$ cat src/rtl/keypad_pkg.sv
// Shared keypad definitions: press-sequencer states, key-code field layout and
// the named key codes that the scanner and the emulator both use.
package keypad_pkg;

  typedef enum logic [2:0] {
    ST_IDLE       = 3'd0,
    ST_BOUNCE_IN  = 3'd1,
    ST_HOLD       = 3'd2,
    ST_BOUNCE_OUT = 3'd3,
    ST_GAP        = 3'd4
  } kp_state_e;

  localparam int KEY_ROW_MSB = 3;
  localparam int KEY_ROW_LSB = 2;
  localparam int KEY_COL_MSB = 1;
  localparam int KEY_COL_LSB = 0;

  localparam logic [3:0] COL_IDLE = 4'b1111;

  // Physical layout: rows 1-2-3-A / 4-5-6-B / 7-8-9-C / *-0-#-D
  localparam logic [3:0] KEY_1     = 4'h0;
  localparam logic [3:0] KEY_2     = 4'h1;
  localparam logic [3:0] KEY_3     = 4'h2;
  localparam logic [3:0] KEY_START = 4'h3;
  localparam logic [3:0] KEY_4     = 4'h4;
  localparam logic [3:0] KEY_5     = 4'h5;
  localparam logic [3:0] KEY_6     = 4'h6;
  localparam logic [3:0] KEY_7     = 4'h8;
  localparam logic [3:0] KEY_8     = 4'h9;
  localparam logic [3:0] KEY_9     = 4'hA;
  localparam logic [3:0] KEY_CLEAR = 4'hC;
  localparam logic [3:0] KEY_0     = 4'hD;
  localparam logic [3:0] KEY_ENTER = 4'hE;

  function automatic logic [3:0] key_code(input logic [1:0] row, input logic [1:0] col);
    return {row, col};
  endfunction

  // Only the latched row is looked at, so extra low rows cannot alias a press.
  function automatic logic [3:0] col_drive(input logic       contact,
                                           input logic [3:0] rows,
                                           input logic [3:0] code);
    logic [3:0] cols;
    cols = COL_IDLE;
    if (contact && !rows[code[KEY_ROW_MSB:KEY_ROW_LSB]]) begin
      cols[code[KEY_COL_MSB:KEY_COL_LSB]] = 1'b0;
    end
    return cols;
  endfunction

endpackage

$ cat src/rtl/contact_bounce.sv
// Contact chatter generator: loads a start level, then inverts it every PERIOD
// enabled cycles. Level is valid the cycle after load; no backpressure.
module contact_bounce #(
  parameter int CNT_W  = 16,
  parameter int PERIOD = 1
) (
  input  logic i_clk,
  input  logic i_rst,
  input  logic i_load,
  input  logic i_start_lvl,
  input  logic i_en,
  output logic o_lvl
);

  localparam logic [CNT_W-1:0] PERIOD_CNT = CNT_W'(PERIOD);
  localparam logic [CNT_W-1:0] CNT_ONE    = CNT_W'(1);

  logic [CNT_W-1:0] r_pcnt;
  logic             r_lvl;

  always_ff @(posedge i_clk) begin
    if (i_rst) begin
      r_pcnt <= '0;
      r_lvl  <= 1'b0;
    end else if (i_load) begin
      r_lvl  <= i_start_lvl;
      r_pcnt <= PERIOD_CNT;
    end else if (i_en) begin
      if (r_pcnt <= CNT_ONE) begin
        r_lvl  <= ~r_lvl;
        r_pcnt <= PERIOD_CNT;
      end else begin
        r_pcnt <= r_pcnt - CNT_ONE;
      end
    end
  end

  assign o_lvl = r_lvl;

endmodule

$ cat src/rtl/keypad_matrix_emulator.sv
// 4x4 keypad emulator: plays one press (bounce-in, hold, bounce-out, gap) per accepted req.
// Columns respond combinationally to R; req is ignored while busy (no queueing).
module keypad_matrix_emulator #(
  parameter int CNT_W         = 16,
  parameter int BOUNCE_CYCLES = 4,
  parameter int BOUNCE_PERIOD = 1,
  parameter int GAP_CYCLES    = 20
) (
  input  logic             CLK,
  input  logic             RST,
  input  logic [3:0]       R,
  output logic [3:0]       C,
  input  logic             req,
  input  logic [3:0]       key,
  input  logic [CNT_W-1:0] hold_len,
  output logic             busy,
  output logic             done
);

  import keypad_pkg::*;

  localparam logic [CNT_W-1:0] CNT_ONE    = CNT_W'(1);
  localparam logic [CNT_W-1:0] BNC_CNT    = CNT_W'(BOUNCE_CYCLES);
  localparam logic [CNT_W-1:0] GAP_CNT    = CNT_W'(GAP_CYCLES);
  localparam logic             HAS_BOUNCE = (BOUNCE_CYCLES > 0);
  localparam logic             HAS_GAP    = (GAP_CYCLES > 0);

  kp_state_e        r_state;
  logic [CNT_W-1:0] r_cnt;
  logic [CNT_W-1:0] r_hold;
  logic [3:0]       r_key;
  logic             r_busy;
  logic             r_done;

  logic             w_last;
  logic [CNT_W-1:0] w_hold_eff;
  logic             w_load_in;
  logic             w_load_out;
  logic             w_bnc_en;
  logic             w_bnc_lvl;
  logic             w_contact;

  assign w_last     = (r_cnt <= CNT_ONE);
  assign w_hold_eff = (hold_len == '0) ? CNT_ONE : hold_len;
  assign w_load_in  = (r_state == ST_IDLE) && req && HAS_BOUNCE;
  assign w_load_out = (r_state == ST_HOLD) && w_last && HAS_BOUNCE;
  assign w_bnc_en   = (r_state == ST_BOUNCE_IN) || (r_state == ST_BOUNCE_OUT);

  // One chatter generator serves both phases: closed-first on entry, open-first on exit.
  contact_bounce #(
    .CNT_W  (CNT_W),
    .PERIOD (BOUNCE_PERIOD)
  ) u_bounce (
    .i_clk       (CLK),
    .i_rst       (RST),
    .i_load      (w_load_in || w_load_out),
    .i_start_lvl (w_load_in),
    .i_en        (w_bnc_en),
    .o_lvl       (w_bnc_lvl)
  );

  always_ff @(posedge CLK) begin
    if (RST) begin
      r_state <= ST_IDLE;
      r_cnt   <= '0;
      r_hold  <= '0;
      r_key   <= '0;
      r_busy  <= 1'b0;
      r_done  <= 1'b0;
    end else begin
      r_done <= 1'b0;
      unique case (r_state)
        ST_IDLE: begin
          if (req) begin
            r_key  <= key;
            r_hold <= w_hold_eff;
            r_busy <= 1'b1;
            if (HAS_BOUNCE) begin
              r_state <= ST_BOUNCE_IN;
              r_cnt   <= BNC_CNT;
            end else begin
              r_state <= ST_HOLD;
              r_cnt   <= w_hold_eff;
            end
          end
        end
        ST_BOUNCE_IN: begin
          if (w_last) begin
            r_state <= ST_HOLD;
            r_cnt   <= r_hold;
          end else begin
            r_cnt <= r_cnt - CNT_ONE;
          end
        end
        ST_HOLD: begin
          if (!w_last) begin
            r_cnt <= r_cnt - CNT_ONE;
          end else if (HAS_BOUNCE) begin
            r_state <= ST_BOUNCE_OUT;
            r_cnt   <= BNC_CNT;
          end else if (HAS_GAP) begin
            r_state <= ST_GAP;
            r_cnt   <= GAP_CNT;
          end else begin
            r_state <= ST_IDLE;
            r_cnt   <= '0;
            r_busy  <= 1'b0;
            r_done  <= 1'b1;
          end
        end
        ST_BOUNCE_OUT: begin
          if (!w_last) begin
            r_cnt <= r_cnt - CNT_ONE;
          end else if (HAS_GAP) begin
            r_state <= ST_GAP;
            r_cnt   <= GAP_CNT;
          end else begin
            r_state <= ST_IDLE;
            r_cnt   <= '0;
            r_busy  <= 1'b0;
            r_done  <= 1'b1;
          end
        end
        ST_GAP: begin
          if (w_last) begin
            r_state <= ST_IDLE;
            r_cnt   <= '0;
            r_busy  <= 1'b0;
            r_done  <= 1'b1;
          end else begin
            r_cnt <= r_cnt - CNT_ONE;
          end
        end
        default: begin
          r_state <= ST_IDLE;
          r_cnt   <= '0;
          r_busy  <= 1'b0;
        end
      endcase
    end
  end

  // GAP and IDLE leave the contact open, which also forces it open on bounce-out exit.
  assign w_contact = (r_state == ST_HOLD) || (w_bnc_en && w_bnc_lvl);

  assign C    = col_drive(w_contact, R, r_key);
  assign busy = r_busy;
  assign done = r_done;

endmodule

$ cat config.mk
export PLATFORM = sky130hd
export DESIGN_NAME = keypad_matrix_emulator
export DESIGN_NICKNAME = d
export VERILOG_FILES = /design/src/rtl/keypad_pkg.sv /design/src/rtl/contact_bounce.sv /design/src/rtl/keypad_matrix_emulator.sv
export SDC_FILE = /design/constraint.sdc
export NUM_CORES = 1
export LEC_CHECK = 0
export ABC_AREA = 1
export BUFFER_PORTS_ARGS = -buffer_cell sky130_fd_sc_hd__buf_2
export CELL_PAD_IN_SITES_DETAIL_PLACEMENT = 1
export CELL_PAD_IN_SITES_GLOBAL_PLACEMENT = 1
export CORE_MARGIN = 5
export CORE_UTILIZATION = 45
export DETAILED_ROUTE_END_ITERATION = 8
export HOLD_SLACK_MARGIN = 0.02
export PLACE_DENSITY = 0.86
export SLEW_MARGIN = 15
export SYNTH_ARGS = -nofsm -noshare
export SYNTH_HDL_FRONTEND = slang
export SYNTH_HIERARCHICAL = 1
export SYNTH_SLANG_ARGS = --single-unit
$ cat constraint.sdc
create_clock -name CLK -period 3 [get_ports CLK]
set_clock_uncertainty 0.1 [all_clocks]
set_input_delay 0.3 -clock CLK [delete_from_list [all_inputs] [get_ports CLK]]
set_output_delay 0.3 -clock CLK [all_outputs]
set_load 0.02 [all_outputs]
# == Yosys cells after proc, flatten, opt, wreduce, memory -nomap -nowiden ==
# Index checks and enable logic that the tools add are counted.
# word_totals
regBits,58
in_bits,27
out_inout_bits,6
elab_cells,77
# op_classes
addsub,2
muxes,28
bitwise,4
magnitude_cmp,5
n_eq_ne,9
reduce_logical,20
# op_table
op,n
2-to-1 mux 16 bit,7
case mux 16 bit (5 select lines),1
"<= comparator 16 x 1 -> 1 bit, second input constant",2
"subtractor 16 x 1 -> 16 bit, second input constant",2
logical NOT 16 bit,1
2-to-1 mux 3 bit,5
case mux 3 bit (5 select lines),1
2-to-1 mux 1 bit,10
"inequality test 2 bit, second input constant",5
"== test 3 x 2 -> 1 bit, second input constant",2
"< comparator 2 x 3 -> 1 bit, second input constant",2
logical AND 1 bit,5
AND reduction 5 bit,1
2-to-1 mux 4 bit,1
inverter 4 bit,1
AND reduction 2 bit,2
nonzero test 2 bit,2
OR reduction 2 bit,2
"== test 3 x 1 -> 1 bit, second input constant",1
"== test 3 bit, second input constant",1
logical NOT 3 bit,1
logical OR 1 bit,3
inverter 1 bit,3
case mux 1 bit (3 select lines),1
6 further kinds,6

# == Longest topological paths before layout ==
# Gate-level depths: netlist of the first run.
# depth
ltp_word,6
depth_mapped,15
mapped_depth_nobuf,15

# == Modules after synthesis ==
# The synthesis of the first run kept the hierarchy.
# modules_own_cells
mod,area_each_um2,n_inst,seq_area_each_um2,cells_each
keypad_matrix_emulator,2319.7,1,820.8,347
contact_bounce,945.9,1,340.3,132

# == Worst setup path after synthesis of the first run ==
# No wires, ideal clock.
# synth_timing
kind,register -> register
from,reg r_cnt[0]
to,reg u_bounce.r_pcnt[10]
t_arrival_ps,1616
setup_ps,115
synth_period_minus_slack_ps,1830
stages_incl_launch_ff,15
path_buffers,1
slack_ps,1170
required_ps,2785
cell_sequence,dfxtp_1 > inv_1 > ha_1 > inv_1 > nand2_1 > nand2_1 > nor2_4 > nand2_4 > o21ai_4 > nand2_4 > nor2_1 > nor2_1 > nand2_2 > buf_6 > nor2_1
# synth_between
elab_chain_cells,4
# synth_lines
element,line_no,text
"start, declared",keypad_matrix_emulator.sv:29,logic [CNT_W-1:0] r_cnt;
"start signal, assigned",keypad_matrix_emulator.sv:83,r_cnt <= w_hold_eff;
"start signal, assigned",keypad_matrix_emulator.sv:90,r_cnt <= r_hold;
"start signal, assigned",keypad_matrix_emulator.sv:92,r_cnt <= r_cnt - CNT_ONE;
<= comparator 16 x 1 -> 1 bit,keypad_matrix_emulator.sv:43,assign w_last = (r_cnt <= CNT_ONE);
logical AND 1 bit,keypad_matrix_emulator.sv:46,assign w_load_out = (r_state == ST_HOLD) && w_last && HAS_BOUNCE;
logical OR 1 bit,keypad_matrix_emulator.sv:56,".i_load (w_load_in || w_load_out),"
OR reduction 2 bit (no source line),--,
"end signal, assigned",contact_bounce.sv:33,r_pcnt <= r_pcnt - CNT_ONE;
"end, declared",contact_bounce.sv:18,logic [CNT_W-1:0] r_pcnt;
# Every way passes these cells.
# A chain may end at the register's enable or synchronous reset.

# == Worst setup path after layout of the first run ==
# layout_timing
from,reg r_state[0]
to,out C[2]
# layout_between
elab_chain_cells,6
word_cells_on_any_way,8
cone_classes,3 x eq/ne; 1 x mux; 4 x reduce/logical
# layout_lines
element,line_no,text
"start, declared",keypad_matrix_emulator.sv:28,kp_state_e r_state;
"start signal, assigned",keypad_matrix_emulator.sv:64,r_state <= ST_IDLE;
"start signal, assigned",keypad_matrix_emulator.sv:79,r_state <= ST_BOUNCE_IN;
"start signal, assigned",keypad_matrix_emulator.sv:82,r_state <= ST_HOLD;
== test 3 x 1 -> 1 bit / == test 3 x 2 -> 1 bit (equally long branches),keypad_matrix_emulator.sv:47,assign w_bnc_en = (r_state == ST_BOUNCE_IN) || (r_state == ST_BOUNCE_OUT);
logical OR 1 bit (*),keypad_matrix_emulator.sv:47,
named net w_bnc_en,keypad_matrix_emulator.sv:39,logic w_bnc_en;
logical AND 1 bit (*),keypad_matrix_emulator.sv:144,assign w_contact = (r_state == ST_HOLD) || (w_bnc_en && w_bnc_lvl);
logical OR 1 bit (*),keypad_matrix_emulator.sv:144,
logical AND 1 bit (*),keypad_pkg.sv:45,if (contact && !rows[code[KEY_ROW_MSB:KEY_ROW_LSB]]) begin
2-to-1 mux 4 bit (*),keypad_pkg.sv:45,
"end, declared",keypad_matrix_emulator.sv:12,"output logic [3:0] C,"
# Mark *: on every way through the listed nets, which the timed path passes. The rest lies on a longest branch.

==> reports/metrics.cfg, run 1 <==
[setup_path]
startpoint=r_state[0]
r2r_start=r_cnt[0]
cp-end-kind=output port
r2r_slack_ns=0.65
startpoint_type=flop
arrival_ns=1.97
worstSetupPathType=flop to output port
r2r-end=u_bounce/r_pcnt[13]
crit_fanout=8
crit_required_ns=2.60
rr_worst_depth=15

[yosys]
syn_area_per_cell_um2=6.818
synth-edff-count=0
async_flop_share=0
ys_types=42
yosys_warnings=6
syn-num-nets=510
synth_ff_type=dfxtp_1
seq_area_frac_synth=0.3556
synth_area_um2=3266
syn_inst=479
ys_ff_latch=58

[layout]
regArea_um2=1161
antenna_cells=0
nFillCells=979
utilization=0.5116
final_common_cell=nand2_1
drive_above_1_share=0.1744
multi_input_area_um2=1808
final_cell_mix=nand2_1, nor2_1, dfxtp_1
syn2layout_area_growth_pct=12.41
nNetsFinal=543

[sta]
hold_viol=0
setup_viol=0
final_max_slew_viol_count=0
hold_ws_ns=0.1130
relSlewSlack=0.5243
fmax_mhz=422.5
worst_pin_slew_ns=0.7128
fin_crit_sh=0.7889
timing.final.crit_period_ns=2.367
setup_tns_ns=0
rsz0062_at_grt=no

[clock_tree]
cts_hold_buf=0
clkTransAtPathRegs_ns=0.07
cts_buffers=9
clk_path_buf_depth=2
postCtsSetupRepairBufs=0
tritoncts=built
insertion_delay_ns=0.34
clockRootBuffer=clkbuf_8
cts_htree_levels=3
cts_resized=0
cts.sinks=58

[power_and_ir_drop]
total_power_uw=4487
ir_drop_mv=0.6094
comb_power_share=0.566
power_frac_seq=0.277
p_switching_uw=2234
p_leak_uw=0.001748
clkPwrFrac=0.157
power_density_nw_per_um2=1222
p_sw_frac=0.4979
p_int_uw=2253

[floorplanning]
die-area_um2=9060
die_y_um=95.19
die_w_um=95.19
ios=33
rows=31
start_util=0.4551
core_um2=7176

[run]
cap_viol_max_count=0

[worst_hold_path]
min_path_cells=3
worstHoldStart=hold_len[11]
min_path_type=input pin to flop
hold_path_end=r_hold[11]

[drt]
via_per_inst=5.088
wl_per_cell_um=14.80
dr.pass1.iters=4
drc_errors=0
vias=3129
ant_nets=0
finalWirelength_um=9102
drt_iter0_drc=91

[grt]
antenna_found_initial=0
grt_first_pass_wirelength_um=15640
grt_overflow=0
grt_max_degree=30
track_usage=0.2234
grt_pass1_vias=3419

[status]
status=finished clean

[placement]
io_buffers=32
dp_hpwl_um=6861
place.gp.congestion=0.8644

Yosys cell counts (all sizes together), types with 5 or more instances:
master  count  area [um^2]
a21oi      29        148.9
buf         9        71.31
dfxtp      58         1161
inv        57        214.0
nand2     143        571.8
nand3      33        195.2
nand4       5        37.53
nor2       81        391.6
o21ai      20        115.1
xor2        9        78.83
per-stage QoR:
stage	worst slack, ns	instance area (um^2)	instances
CTS	0.6293	3671	615
floorplan	1.170	3266	479
detailed placement	0.7025	3482	600
global placement	0.8134	3482	600
finish	0.6333	3671	615
global route	0.4008	3671	615
power groups by stage:
stage	sequential, uW	clock (uW)	combinational (uW)
after floorplan	1200	0	2060
after global placement	1240	0	2410
after detailed placement	1260	0	2510
after CTS	1240	713	2560
after global routing	1280	743	2890
final	1240	702	2540
logic make-up (layout without fill, tap and decap cells):
kind of cell | Yosys count | after routing | share of synthesized area
fa+ha+maj | 4 | 4 | 0.01533
xor+xnor | 13 | 13 | 0.03487
flops | 58 | 58 | 0.3556
compound gates | 60 | 60 | 0.1077
simple gates | 275 | 275 | 0.3958
buf+inv | 69 | 106 | 0.09080
registers in the layout, summed over array words and instances, names as in the netlist:
| signal | flops |
|---|---|
| u_bounce/o_lvl | 1 |
| r_hold | 16 |
| busy | 1 |
| done | 1 |
| r_key | 4 |
| r_cnt | 16 |
| r_state | 3 |
| u_bounce/r_pcnt | 16 |
area by class of cell:
class                      instances  share of cell area
clock buffer                      13             0.04874
clock inverter                     2            0.002727
inverter                          57             0.05828
multi-input combinational        352              0.4925
sequential                        58              0.3163
tap                               99             0.03374
timing repair buffer              34             0.04772
critical path, stage by stage (launching register included):
cell and delay (ns):
dfxtp_1 0.41, inv_2 0.10, nor2_2 0.37, nand2_1 0.09, nand2_1 0.11, o221ai_1 0.14
nor2_1 0.17, nand2_1 0.07, buf_2 0.16
routing by layer:
| layer | part of all wire | vias to the layer above | GRT usage |
|---|---|---|---|
| met3 | 0.026 | 15 | 0.04815 |
| li1 | - | 1576 | - |
| met5 | 0 | - | 0 |
| met4 | 0.018 | 0 | 0.07933 |
| met1 | 0.44 | 1504 | 0.2533 |
| met2 | 0.52 | 34 | 0.4087 |
how the worst max path moves through the flow:
stage / end / depth (start not counted)
2_1_floorplan: u_bounce/r_pcnt[10] / 14
3_3_place_gp: u_bounce/r_pcnt[13] / 15
3_5_place_dp: u_bounce/r_pcnt[13] / 15
4_1_cts: C[2] / 8
5_1_grt: u_bounce/o_lvl / 15
6_report: C[2] / 8
Power figures use the tool's default switching activity.
==> run 2, diff against run 1 <==
CORE_UTILIZATION = 38   (was 45)
PLACE_DENSITY = 0.78   (was 0.86)
clock period = 2 ns   (was 3 ns; I/O delays follow)
==> run 2 against run 1 <==
Against the previous run:
- cell count rose by 4.4%
- critical endpoint is now C[1]
- sequential share of layout area is 1.9 points lower
- global-route usage down 3.5 points
- register-to-register slack got worse by 0.51 ns
- utilization shrank 3.7 points
- flip-flop and latch count stayed put
- non-clock buffer count rose by 20
- combinational power grew 68%
- via count up 3.7%
==> reports/metrics.cfg, run 2 (synthesis gave the netlist of run 1 again) <==
[layout]
drive_above_1_share=0.2272
nFillCells=1104
nNetsFinal=563
fin_cells=642
final_cell_mix=nand2_1, nor2_1, dfxtp_1
syn2layout_area_growth_pct=20.57
multi_input_area_um2=1862
final_common_cell=nand2_1
regArea_um2=1172
top_regs=r_cnt: 16 flops, r_hold: 16 flops, u_bounce/r_pcnt: 16 flops
antenna_cells=0

[grt]
antenna_found_initial=0
grt_pass1_vias=3291
track_usage=0.1880
grt_overflow=0
grt_first_pass_wirelength_um=15510
grt_max_degree=29

[sta]
final_max_slew_viol_count=0
worst_pin_slew_ns=0.4585
relSlewSlack=0.6940
hold_viol=0
fin_crit_sh=0.9656
fin_ws_ns=0.06878
setup_viol=0
timing.final.crit_period_ns=1.931
fmax_mhz=517.8

[setup_path]
worstSetupPathType=flop to output port
arrival_ns=1.63
r2r_slack_ns=0.14
startpoint=r_state[0]
crit_chain=inv_4, nor2_4, buf_6, nand2_1, nand2_1, o221ai_2, nor2_1, nand2_1, buf_2
cpPeakStageDelay_ns=0.37
r2r_start=r_cnt[0]
crit_fanout=6
startpoint_type=flop
cp-end-kind=output port
cp_slowest_cell=dfxtp_4
crit_required_ns=1.70
cpMostUsedCell=nand2_1

[status]
status=finished clean

[power_and_ir_drop]
ir_drop_mv=0.7744
clkPwrFrac=0.144
p_sw_frac=0.4879
p_int_uw=3681
p_leak_uw=0.001850
power_frac_seq=0.264
p_switching_uw=3506
power_density_nw_per_um2=1825
comb_power_share=0.592

[drt]
drt_iter0_drc=89
ant_nets=0
vias=3246
via_per_inst=5.056
wl_per_cell_um=14.72
drc_errors=0
finalWirelength_um=9452
dr.pass1.iters=4

[clock_tree]
cts_htree_levels=3
clockRootBuffer=clkbuf_8
tritoncts=built
clkTransAtPathRegs_ns=0.07
insertion_delay_ns=0.34
clk_path_buf_depth=2
cts_buffers=9
cts.sinks=58

[placement]
dp.cells=612
dp_hpwl_um=6829
post-place-ws_ns=-0.001220
io_buffers=32
place.gp.congestion=0.8082

[floorplanning]
die_w_um=102.7
start_util=0.3935
rows=33
ios=33
die-area_um2=10550
die_y_um=102.7
core_um2=8299

[worst_hold_path]
min_path_type=input pin to flop
worstHoldStart=hold_len[14]

[run]
cap_viol_max_count=0

run 2: cell count changes in the layout (fill, tap and decap cells not counted), moves of 3 or more:
cell / before / now
dlygate4sd3_1: 0 / 5
nor2_1: 66 / 63
buf_4: 2 / 15
dfxtp_2: 0 / 3
inv_1: 53 / 50
inv_4: 0 / 3
dfxtp_1: 58 / 53
run 2: worst paths after layout:
check / endpoint / cells past startpoint
max: C[1] / 9
min: r_hold[14] / 3
max reg2reg: u_bounce/r_pcnt[0] / 16
min reg2reg: r_hold[3] / 2
run 2: cell type report:
cell class                      count  share of cell area
Clock buffer                       12             0.04194
Clock inverter                      4            0.006355
Inverter                           57             0.05624
Multi-Input combinational cell    352              0.4728
Sequential cell                    58              0.2977
Tap cell                          105             0.03337
Timing Repair Buffer               54             0.09152
run 2: what timing repair did:
item,4_1_cts,5_1_grt
hold buffers,4,1
setup buffers,0,9
setup endpoints to repair,10,31
gates resized for setup,7,21
pin swaps,1,8
endpoints found under the hold margin,4,1
run 2: layer usage:
layer	wire (um)	share of wire	vias up	global-route usage
li1	-	-	1620	-
met1	4477	0.47	1547	0.2549
met2	4435	0.47	61	0.3088
met3	351	0.037	18	0.02571
met4	187	0.020	0	0.06054
met5	0	0	-	0
run 2: critical path: cells and delay by family, from the launching register on:
family / cells / cell delay (ns)
compound gates: 1 / 0.12
buf+inv: 3 / 0.34
flops: 1 / 0.37
simple gates: 5 / 0.46
run 2: power by group through the flow:
| stage | logic, uW | registers (uW) | clock network [uW] |
|---|---|---|---|
| global placement | 3770 | 1880 | 0 |
| finish | 4260 | 1890 | 1030 |
| floorplan | 3090 | 1800 | 0 |
| detailed placement | 3910 | 1890 | 0 |
| CTS | 3990 | 1870 | 1070 |
| global route | 4800 | 1950 | 1120 |
run 2: metrics by stage:
| stage | util | hold slack (ns) | setup TNS, ns | cell area (um^2) | power, uW |
|---|---|---|---|---|---|
| after floorplan | - | 0.1785 | 0 | 3266 | 4885 |
| after global placement | 0.4274 | 0.3547 | 0 | 3547 | 5645 |
| after detailed placement | 0.4274 | 0.3561 | -0.001220 | 3547 | 5800 |
| after CTS | 0.4579 | 0.02160 | 0 | 3800 | 6925 |
| after global routing | 0.4744 | 0.02974 | -0.1055 | 3938 | 7874 |
| final | 0.4744 | 0.02566 | 0 | 3938 | 7187 |
==> run 3, diff against run 2 <==
PLACE_DENSITY = 0.77   (was 0.78)
SYNTH_HIERARCHICAL = unset   (was 1)
==> run 3 against run 2 <==
Against the previous run:
- first-iteration DRC count shrank 21%
- via count shrank 3.2%
- clock-buffer cell count shrank 1
- critical endpoint unchanged
- wire length shrank 1.5%
==> reports/metrics.cfg, run 3 <==
[layout]
syn2layout_area_growth_pct=20.23
design_area_um2=3867
drive_above_1_share=0.2181
top_regs=r_cnt: 16 flops, r_hold: 16 flops, u_bounce.r_pcnt: 16 flops
nFillCells=1066
final_cell_mix=nand2_1, nor2_1, dfxtp_1
fin_cells=623
final_common_cell=nand2_1
antenna_cells=0
nNetsFinal=544

[power_and_ir_drop]
p_leak_uw=0.001823
total_power_uw=6655
ir_drop_mv=0.5600
power_density_nw_per_um2=1721

[drt]
via_per_inst=5.045
dr.pass1.iters=4
drc_errors=0
drt_iter0_drc=70
finalWirelength_um=9310
wl_per_cell_um=14.94
ant_nets=0
vias=3143

[yosys]
synth_ff_type=dfxtp_1
muxShareOfSynthArea=0.003112
syn-num-nets=488
yosysTopAreaCell=dfxtp_1
synth_xor_xnor_area_share=0.05445
synth_top_family_by_area=simple AND/OR/NAND/NOR gates
synth.most_common_cell=nand2_1
syn_inst=457
synth-adder-area-share=0.01556
ys_ff_latch=58
synthTopCellsByArea=dfxtp_1, nand2_1, nor2_1, inv_1, nand3_1
syn_area_per_cell_um2=7.039
synth_compound_area_frac=0.1085
synth_top_cell_area_share=0.3609
ys_top_cells_by_count=nand2_1, nor2_1, dfxtp_1
synth-edff-count=0
synth_area_um2=3217
synth-simple-area-share=0.3644
yosys_warnings=0
ys_types=39
seq_area_frac_synth=0.3609
async_flop_share=0

[clock_tree]
insertion_delay_ns=0.34
cts_htree_levels=3
clockRootBuffer=clkbuf_8
clkTransAtPathRegs_ns=0.07
cts.sinks=58
tritoncts=built
cts_buffers=9
clk_path_buf_depth=2

[sta]
timing.final.crit_period_ns=1.902
relSlewSlack=0.6991
hold_ws_ns=0.02453
fin_crit_sh=0.9509
worst_pin_slew_ns=0.4507
fmax_mhz=525.8
setup_tns_ns=0
final_max_slew_viol_count=0
hold_viol=0
setup_viol=0

[worst_hold_path]
min_path_type=input pin to flop

[placement]
dp.cells=588
dp_hpwl_um=6593
io_buffers=32
place.gp.congestion=0.8462
place_area_um2=3467

[grt]
antenna_found_initial=0
track_usage=0.1864
grt_overflow=0
grt_max_degree=33
grt_pass1_vias=3274
grt_first_pass_wirelength_um=15350

[setup_path]
worstSetupPathType=flop to output port
r2r_start=r_cnt[1]
r2r_slack_ns=0.14
cp-end-kind=output port
r2r-end=u_bounce.r_pcnt[3]
setup.worst_path.end=C[1]
startpoint=r_state[2]
crit_required_ns=1.70
rr_worst_depth=12
arrival_ns=1.60
startpoint_type=flop
crit_fanout=3

[floorplanning]
ios=33
die-area_um2=10410
die_y_um=102.0
rows=33
core_um2=8217
die_w_um=102.0
start_util=0.3915

[status]
status=finished clean

[run]
cap_viol_max_count=0

-- run 3: changes by cell type after synthesis, moves of 5 or more --
cell,delta
o21ai_0,+7
nor2_2,+5
nor2_1,+10
nand2_1,-39
nand3_2,-5
inv_1,-5
xor2_1,+6
a21oi_1,-8
-- run 3: metrics by stage --
stage | setup WS, ns | util
after floorplan | 0.2640 | -
after global placement | 0.1177 | 0.4220
after detailed placement | 0.05244 | 0.4220
after CTS | 0.006937 | 0.4591
after global routing | -0.001961 | 0.4707
final | 0.09814 | 0.4707
-- run 3: logic make-up (layout without fill, tap and decap cells) --
group	Yosys count	after routing
flops	58	58
simple gates	248	249
buf+inv	68	128
fa+ha+maj	4	4
compound gates	58	58
mux	1	1
xor+xnor	20	20
-- run 3: worst min-delay path by stage --
stage / startpoint / end / slack (ns) / depth (start not counted)
global placement: key[3] / r_key[3] / 0.33 / 3
CTS: hold_len[4] / r_hold[4] / 0.02 / 3
floorplan: RST / r_hold[2] / 0.18 / 1
detailed placement: key[3] / r_key[3] / 0.35 / 3
finish: hold_len[1] / r_hold[1] / 0.02 / 3
global route: hold_len[4] / r_hold[4] / 0.02 / 3
-- run 3: layer usage --
metal / track usage / vias up / part of all wire
li1: - / 1562 / -
met1: 0.2262 / 1509 / 0.45
met2: 0.3283 / 53 / 0.51
met3: 0.03140 / 19 / 0.030
met4: 0.07164 / 0 / 0.019
met5: 0 / - / 0
-- run 3: power breakdown --
| part | leakage, uW | switching [uW] | internal [uW] | total (uW) |
|---|---|---|---|---|
| clock | 0.0000851 | 507 | 477 | 984 |
| combinational | 0.00126 | 2470 | 1400 | 3870 |
| sequential | 0.000476 | 297 | 1510 | 1800 |
| total | 0.00182 | 3270 | 3380 | 6650 |
-- run 3: layout make-up --
cell class	instances	area [um^2]	area share
Timing Repair Buffer	56	384.1	0.09932
Inverter	56	212.7	0.05500
Clock inverter	5	30.03	0.007764
Tap cell	105	131.4	0.03397
Sequential cell	58	1164	0.3009
Clock buffer	11	141.4	0.03656
Multi-Input combinational cell	332	1804	0.4665
-- run 3: repair_timing --
action / CTS / global route
gates resized for setup: 5 / 8
pin swaps: 2 / 3
hold buffers: 11 / 0
endpoints found under the setup margin: 4 / 33
gates cloned: 0 / 1
endpoints found under the hold margin: 11 / 0
buffers inserted: 1 / 6
-- run 3: worst max-delay path, cell delays in order (launching register included) --
cell	delay, ns
dfxtp_1	0.34
nor2_1	0.13
inv_2	0.07
nor2_4	0.11
inv_2	0.06
o21ai_2	0.06
o221ai_2	0.12
nor2_1	0.14
nand2_1	0.07
buf_2	0.16
